File: config.mk
export PLATFORM = sky130hd
export DESIGN_NAME = sysctrl_gen
export DESIGN_NICKNAME = d
export VERILOG_FILES = /design/src/rtl/sysctrl_gen.sv
export SDC_FILE = /design/constraint.sdc
export NUM_CORES = 1
export LEC_CHECK = 0
export BUFFER_PORTS_ARGS = -buffer_cell sky130_fd_sc_hd__buf_2
export CAP_MARGIN = 20
export CORE_MARGIN = 2
export CORE_UTILIZATION = 50
export CTS_CLUSTER_SIZE = 14
export DETAILED_ROUTE_END_ITERATION = 8
export PLACE_DENSITY = 0.83
export SYNTH_ARGS = -nofsm -noshare
export SYNTH_HDL_FRONTEND = slang
export SYNTH_SLANG_ARGS = --single-unit
File: constraint.sdc
create_clock -name clk -period 2.5 [get_ports clk]
set_clock_uncertainty 0.15 [all_clocks]
set_input_delay 0 -clock clk [delete_from_list [all_inputs] [get_ports clk]]
set_output_delay 0 -clock clk [all_outputs]
set_load 0.01 [all_outputs]
File: src/rtl/sysctrl_gen.sv
// MCU system-control slave: byte-serial command decoder driving LEDs, colour,
// an id-addressed config register file and a latched, maskable interrupt controller.
module sysctrl_gen #(
    parameter logic [7:0]            CORE_ID    = 8'h01,
    parameter logic [7:0]            IF_VERSION = 8'h02,
    parameter int                    NUM_VARS   = 26,
    parameter logic [8*NUM_VARS-1:0] VAR_RESET  = '0,
    parameter int                    INT_W      = 8,
    parameter int                    NUM_BTN    = 2,
    parameter int                    NUM_LED    = 2
) (
    input  logic                    clk,
    input  logic                    reset_n,
    input  logic                    data_in_strobe,
    input  logic                    data_in_start,
    input  logic [7:0]              data_in,
    output logic [7:0]              data_out,
    output logic                    int_out_n,
    input  logic [INT_W-1:0]        int_in,
    input  logic [NUM_BTN-1:0]      buttons,
    output logic [NUM_LED-1:0]      leds,
    output logic [23:0]             color,
    output logic [8*NUM_VARS-1:0]   cfg_values,
    output logic [NUM_VARS-1:0]     cfg_changed
);

    localparam logic [7:0] CMD_ID      = 8'h00;
    localparam logic [7:0] CMD_LED     = 8'h01;
    localparam logic [7:0] CMD_COLOR   = 8'h02;
    localparam logic [7:0] CMD_BUTTONS = 8'h03;
    localparam logic [7:0] CMD_CFG_WR  = 8'h04;
    localparam logic [7:0] CMD_INT_ACK = 8'h05;
    localparam logic [7:0] CMD_MASK    = 8'h06;
    localparam logic [7:0] CMD_CFG_RD  = 8'h07;

    // Slot k answers to id byte "A"+k.
    localparam logic [7:0] ID_FIRST = 8'h41;

    logic [3:0]       state;
    logic [7:0]       command;
    logic [7:0]       id;
    logic [7:0]       cfg_mem [NUM_VARS];
    logic [INT_W-1:0] pending;
    logic [INT_W-1:0] mask;
    logic [INT_W-1:0] int_prev;
    logic [INT_W-1:0] ack;
    logic [7:0]       rd_value;
    logic             payload;

    function automatic logic [7:0] rev8(input logic [7:0] b);
        logic [7:0] r;
        for (int i = 0; i < 8; i++) r[i] = b[7-i];
        return r;
    endfunction

    assign payload = data_in_strobe && !data_in_start && (state != 4'd0);

    // NOTE: every variable assigned in always_comb gets a default first so no latch is inferred.
    always_comb begin
        rd_value = 8'hff;
        for (int k = 0; k < NUM_VARS; k++)
            if (id == 8'(ID_FIRST + k)) rd_value = cfg_mem[k];
    end

    always_comb begin
        ack = '0;
        if (payload && state == 4'd1 && command == CMD_INT_ACK)
            ack = data_in[INT_W-1:0];
    end

    // NOTE: sequential state uses non-blocking assignments so every flop samples pre-edge values.
    always_ff @(posedge clk or negedge reset_n) begin
        if (!reset_n) begin
            state       <= 4'd0;
            command     <= 8'h00;
            id          <= 8'h00;
            data_out    <= 8'h00;
            leds        <= '0;
            color       <= 24'h0;
            mask        <= '1;
            cfg_changed <= '0;
            // NOTE: the config file is flops with per-slot reset values, not a RAM, so it is reset.
            for (int k = 0; k < NUM_VARS; k++) cfg_mem[k] <= VAR_RESET[8*k +: 8];
        end else begin
            cfg_changed <= '0;
            if (data_in_strobe && data_in_start) begin
                state   <= 4'd1;
                command <= data_in;
            end else if (payload) begin
                if (state != 4'hf) state <= state + 4'd1;
                case (command)
                    CMD_ID: begin
                        case (state)
                            4'd1:    data_out <= 8'h5c;
                            4'd2:    data_out <= 8'h42;
                            4'd3:    data_out <= CORE_ID;
                            4'd4:    data_out <= IF_VERSION;
                            default: data_out <= 8'h00;
                        endcase
                    end
                    CMD_LED: begin
                        if (state == 4'd1) leds <= data_in[NUM_LED-1:0];
                    end
                    CMD_COLOR: begin
                        case (state)
                            4'd1:    color[15:8]  <= rev8(data_in);
                            4'd2:    color[7:0]   <= rev8(data_in);
                            4'd3:    color[23:16] <= rev8(data_in);
                            default: ;
                        endcase
                    end
                    CMD_BUTTONS: data_out <= 8'(buttons);
                    CMD_CFG_WR: begin
                        if (state == 4'd1) begin
                            id <= data_in;
                        end else if (state == 4'd2) begin
                            for (int k = 0; k < NUM_VARS; k++) begin
                                if (id == 8'(ID_FIRST + k)) begin
                                    cfg_mem[k]     <= data_in;
                                    cfg_changed[k] <= 1'b1;
                                end
                            end
                        end
                    end
                    CMD_INT_ACK: data_out <= 8'(pending);
                    CMD_MASK: begin
                        if (state == 4'd1) mask <= data_in[INT_W-1:0];
                    end
                    CMD_CFG_RD: begin
                        if (state == 4'd1) begin
                            id       <= data_in;
                            data_out <= 8'h00;
                        end else if (state == 4'd2) begin
                            data_out <= rd_value;
                        end else begin
                            data_out <= 8'h00;
                        end
                    end
                    default: data_out <= 8'h00;
                endcase
            end
        end
    end

    // A new rising edge outranks an ack of the same bit in the same cycle.
    always_ff @(posedge clk or negedge reset_n) begin
        if (!reset_n) begin
            pending   <= '0;
            int_prev  <= '0;
            int_out_n <= 1'b1;
        end else begin
            pending   <= (pending & ~ack) | (int_in & ~int_prev);
            int_prev  <= int_in;
            int_out_n <= ~|(pending & mask);
        end
    end

    for (genvar k = 0; k < NUM_VARS; k++) begin : g_cfg_out
        assign cfg_values[8*k +: 8] = cfg_mem[k];
    end

endmodule
# After elaboration in Yosys (flattened, before gate mapping)

Index checks and enable logic that the tools add are counted.

Add/subtract/negate cells: 1
Eq/ne operators: 38
Mux-type cells: 65
Bitwise gates (word level): 9
Reductions and logical operators: 48

Operators by type and width:

| operator              | number |
|---|---|
| $mux W8               | 29 |
| $eq A8 B7 Y1 const B  | 26 |
| $reduce_and A6 Y1     | 26 |
| $mux W26              | 5 |
| $pmux W8 S5           | 1 |
| $eq A8 B3 Y1 const B  | 4 |
| $pmux W7 S4           | 1 |
| $mux W1               | 26 |
| $and A8 B8 Y8         | 3 |
| $reduce_and A4 Y1     | 6 |
| $eq A8 B2 Y1 const B  | 2 |
| $not A8 Y8            | 2 |
| $mux W4               | 3 |
| $eq A4 B2 Y1 const B  | 2 |
| $eq A8 B1 Y1 const B  | 1 |
| $logic_not A8 Y1      | 1 |
| $or A8 B8 Y8          | 1 |
| $reduce_or A8 Y1      | 1 |
| $logic_and A1 B1 Y1   | 5 |
| $add A4 B1 Y4 const B | 1 |
| $eq A4 B1 Y1 const B  | 1 |
| $eq A4 B3 Y1 const B  | 1 |
| $ne A4 B4 Y1 const B  | 1 |
| $reduce_bool A2 Y1    | 2 |
| 7 further kinds       | 10 |

Register bits: 313
Input port bits: 22

# Logic depth before layout (Yosys ltp)

Depth in word-level cells: 30
Mapped depth: 9

# Worst setup path after synthesis

OpenSTA, ideal clock, no wires.

Path kind: register to register
From: register command[5]
To: register cfg_mem, in the netlist cfg_values[104]
Library setup time: 125 ps
Arrival: 2507 ps
Path slack: -282 ps
Stages on the path, launching flop included: 8
Path buffers: 3
Clock period less this slack: 2782 ps
Path through: dfrtp_1 > or4_1 > clkbuf_1 > or4_4 > buf_6 > buf_8 > nor3_4 > mux2_2

Cells in the longest elaborated chain, start to end: 2

Ends and longest elaborated chain:

| item                            | RTL line | text |
|---|---|---|
| from (decl)                     | 40       | `logic [7:0] command;` |
| from (signal assigned)          | 88       | `command <= data_in;` |
| $eq A8 B3 Y1                    | 91       | `case (command)` |
| $reduce_and A6 Y1 (no line)     | --       |  |
| to (signal, indexed assignment) | 119      | `cfg_mem[k] <= data_in;` |
| to (decl)                       | 42       | `logic [7:0] cfg_mem [NUM_VARS];` |

Every way passes these cells.
A chain may end at the register's enable or synchronous reset.

# Worst setup path in the final report

From: register command[5]
To: register cfg_mem, in the netlist cfg_values[17]

The elaborated chain is that of the path after synthesis.

==> reports/qor.csv <==
metric,value,unit
CTS root buf,clkbuf_16,
Pwr Density,643.5,mW/mm^2
Syn Inst Count,1163,
Max Cap Viol,0,
status,"complete, but fails checks",
Clock transition at path regs,0.06,ns
vias,12330,
CP Capture Type,register,
top_reg_cell synth,dfrtp_1,
share of the synthesized area in the top cell type,52.52,%
DIE WIDTH,174.2,um
YS warnings,0,
# diodes,0,
TritonCTS buffer count,35,
Max-slew headroom,30.06,%
die height,174.2,um
Power Internal,9173,uW
Global Route Usage Sum,32.45,%
P_sw,3712,uW
Area Overhead vs Synth,38.23,%
Worst Slack Setup Final,-0.1202,ns
starting density of the core,50.60,%
maximum clock frequency,0.3816,GHz
# IOs,291,
post-layout util,69.95,%
DR iter-0 viols,1449,
total grt overflow,0,
Seq pwr share,42.8,%
nets,1632,
"Req. time, crit path",2.76,ns
min cycle time layout,2.620,ns
Max rail drop VDD,0.5382,mV
vias per cell,6.119,
share of flip-flops with an asynchronous set or reset,100.0,%
DR pass1 iterations,6,
Final Hold Vio Count,0,
Synth Register Bits,313,
H-tree Lvls,2,
clock share of power,38.3,%
maximum number of pins on one net before global-route repair,80,
PortBufs,290,
placed instance area,0.01762,sq mm
vias in the first global route,12310,
unrepaired setup endpoints after global routing,true,
drt drc,0,
initial antenna violation count,0,
combinational share of power,18.9,%
Tcrit/Tclk final,104.8,%
clk_lat worst skew,0.53,ns
die area,0.03035,sq mm
# fillers,1931,
final WL,51.97,mm
DR WL/cell,25.79,um
ANT nets after route,0,
post-route cell area,0.02002,sq mm
most frequent cells in the layout,"dfrtp_1, buf_2, mux2_4, buf_4, mux2_2",
synth unique cells,79,
TritonCTS clock tree,built,
mapped cell area,0.01449,sq mm
"EDFF count, synth",0,
failing checks,setup timing,
Routability Congestion,0.9414,
switching part of the total power,28.81,%
syn nets,1189,
"critical path fanouts, max",13,
Total Power,12890,uW
multi-input logic area,0.007058,sq mm
layout cells sized above 1,53.22,%
"most common cell after layout, fill and taps aside",dfrtp_1,
kind of critical path,reg2reg,
Core Rows,62,
fin. max-slew vios,0,
clock buffer depth,3,
FF/Latch Area,0.007846,sq mm
post-DP HPWL,34.71,mm
clock tree sinks,313,
startpoint types,register,
setup violators final,194,
first-pass GRT wire length,74.88,mm
core area,0.02863,sq mm
leakage power,0.01012,uW
Syn Area/Cell,12.45,sq um
Hold Path Class,in2reg,
CP arrival,2.88,ns
Synth area leader,dfrtp_1,
"Seq/Total Area, Yosys",54.15,%
measured slew at the worst slew-check pin,1.049,ns
Area contributors post-synth,"dfrtp_1, mux2_2, nand2_1",
## layout make-up
| type | count | share of cell area [%] |
|---|---|---|
| clock buffers | 50 | 4.905 |
| clock inverters | 12 | 0.5187 |
| inverters | 18 | 0.3374 |
| multi-input cells | 748 | 35.25 |
| flip-flops and latches | 313 | 39.19 |
| well taps | 384 | 2.400 |
| repair buffers | 490 | 17.40 |
## cell usage after synthesis, types with 5 or more instances
master / number
dfstp_2: 9
nor3_4: 19
nor2b_1: 14
dfrtp_1: 304
inv_1: 17
nor4_1: 5
nor3_1: 35
a22o_1: 12
a32oi_1: 5
mux2_2: 252
o22ai_1: 15
o21ai_0: 34
o211ai_1: 10
mux2i_1: 13
nand2b_1: 11
nor3_2: 5
buf_1: 9
nor2_1: 42
nand3_1: 14
a21oi_1: 31
o221ai_1: 17
a22oi_1: 10
clkbuf_1: 65
nand2_1: 90
a31oi_1: 11
mux4_2: 9
## worst max-delay path, stage by stage (launching register included)
cell	delay, ns
dfrtp_1	0.38
or4_1	0.55
or4_4	0.51
buf_12	0.20
nor3_4	0.20
buf_6	0.17
mux2_2	0.33
## layer usage
| metal | vias up | part of all wire, % | track usage (%) |
|---|---|---|---|
| met3 | 163 | 11 | 6.824 |
| met2 | 795 | 46 | 50.73 |
| met1 | 6195 | 39 | 44.70 |
| li1 | 5177 | - | - |
| met5 | - | 0 | 0 |
| met4 | 0 | 4.1 | 12.50 |
## cells by family (layout without fill, tap and decap cells)
| family | after synthesis | count (layout) | synth area share [%] |
|---|---|---|---|
| flip-flops | 313 | 313 | 54.15 |
| AO/OA/AOI/OAI | 194 | 194 | 9.467 |
| XOR/XNOR | 3 | 3 | 0.1814 |
| multiplexers | 274 | 274 | 21.89 |
| adder cells (fa/ha/maj) | 4 | 4 | 0.3455 |
| AND/OR/NAND/NOR | 273 | 273 | 10.95 |
| buffers and inverters | 102 | 570 | 3.015 |
## path summary, 6_finish.rpt
path,cells after the start,end,slack [ns],startpoint
setup / recovery,6,cfg_values[17],-0.12,command[5]
hold / removal,2,int_prev[3],0.01,int_in[3]
setup reg to reg,6,cfg_values[17],-0.12,command[5]
hold reg to reg,1,color[6],0.35,color[6]
max in group asynchronous,4,cfg_values[87],0.91,reset_n
min in group asynchronous,3,cfg_values[181],0.46,reset_n
## state kept, by name (all words and copies together), names as in the netlist
| register | cells |
|---|---|
| state | 4 |
| mask | 8 |
| id | 8 |
| pending | 8 |
| leds | 2 |
| data_out | 8 |
| int_out_n | 1 |
| color | 24 |
| cfg_values | 208 |
| cfg_changed | 26 |
| command | 8 |
| int_prev | 8 |
## through the flow
step / setup WS (ns) / cells / setup TNS [ns] / hold WS, ns
floorplan: -0.2644 / 1163 / -49.97 / -0.4456
finish: -0.1202 / 2015 / -10.54 / 0.01167
global placement: -0.1938 / 1913 / -25.79 / -0.1055
CTS: -0.1285 / 2005 / -8.611 / 0.00003159
detailed placement: -0.2021 / 1913 / -27.30 / -0.1056
global route: -0.1911 / 2015 / -22.43 / 0.002023
## power by group through the flow
| stage | Clock [uW] | Sequential (uW) | Combinational (uW) |
|---|---|---|---|
| 2_1_floorplan | 0 | 5600 | 1020 |
| 3_3_place_gp | 0 | 5570 | 2100 |
| 3_5_place_dp | 0 | 5580 | 2130 |
| 4_1_cts | 4980 | 5490 | 2200 |
| 5_1_grt | 5200 | 5530 | 2560 |
| 6_report | 4930 | 5510 | 2440 |
## repair_timing
| action | CTS | global route |
|---|---|---|
| setup buffers | 3 | 8 |
| cloned | 0 | 2 |
| hold endpoints to repair | 340 | 0 |
| setup endpoints to repair | 245 | 251 |
| pin swaps | 3 | 12 |
| hold buffers | 27 | 0 |
| resized for setup | 24 | 206 |
Power figures use the tool's default switching activity.
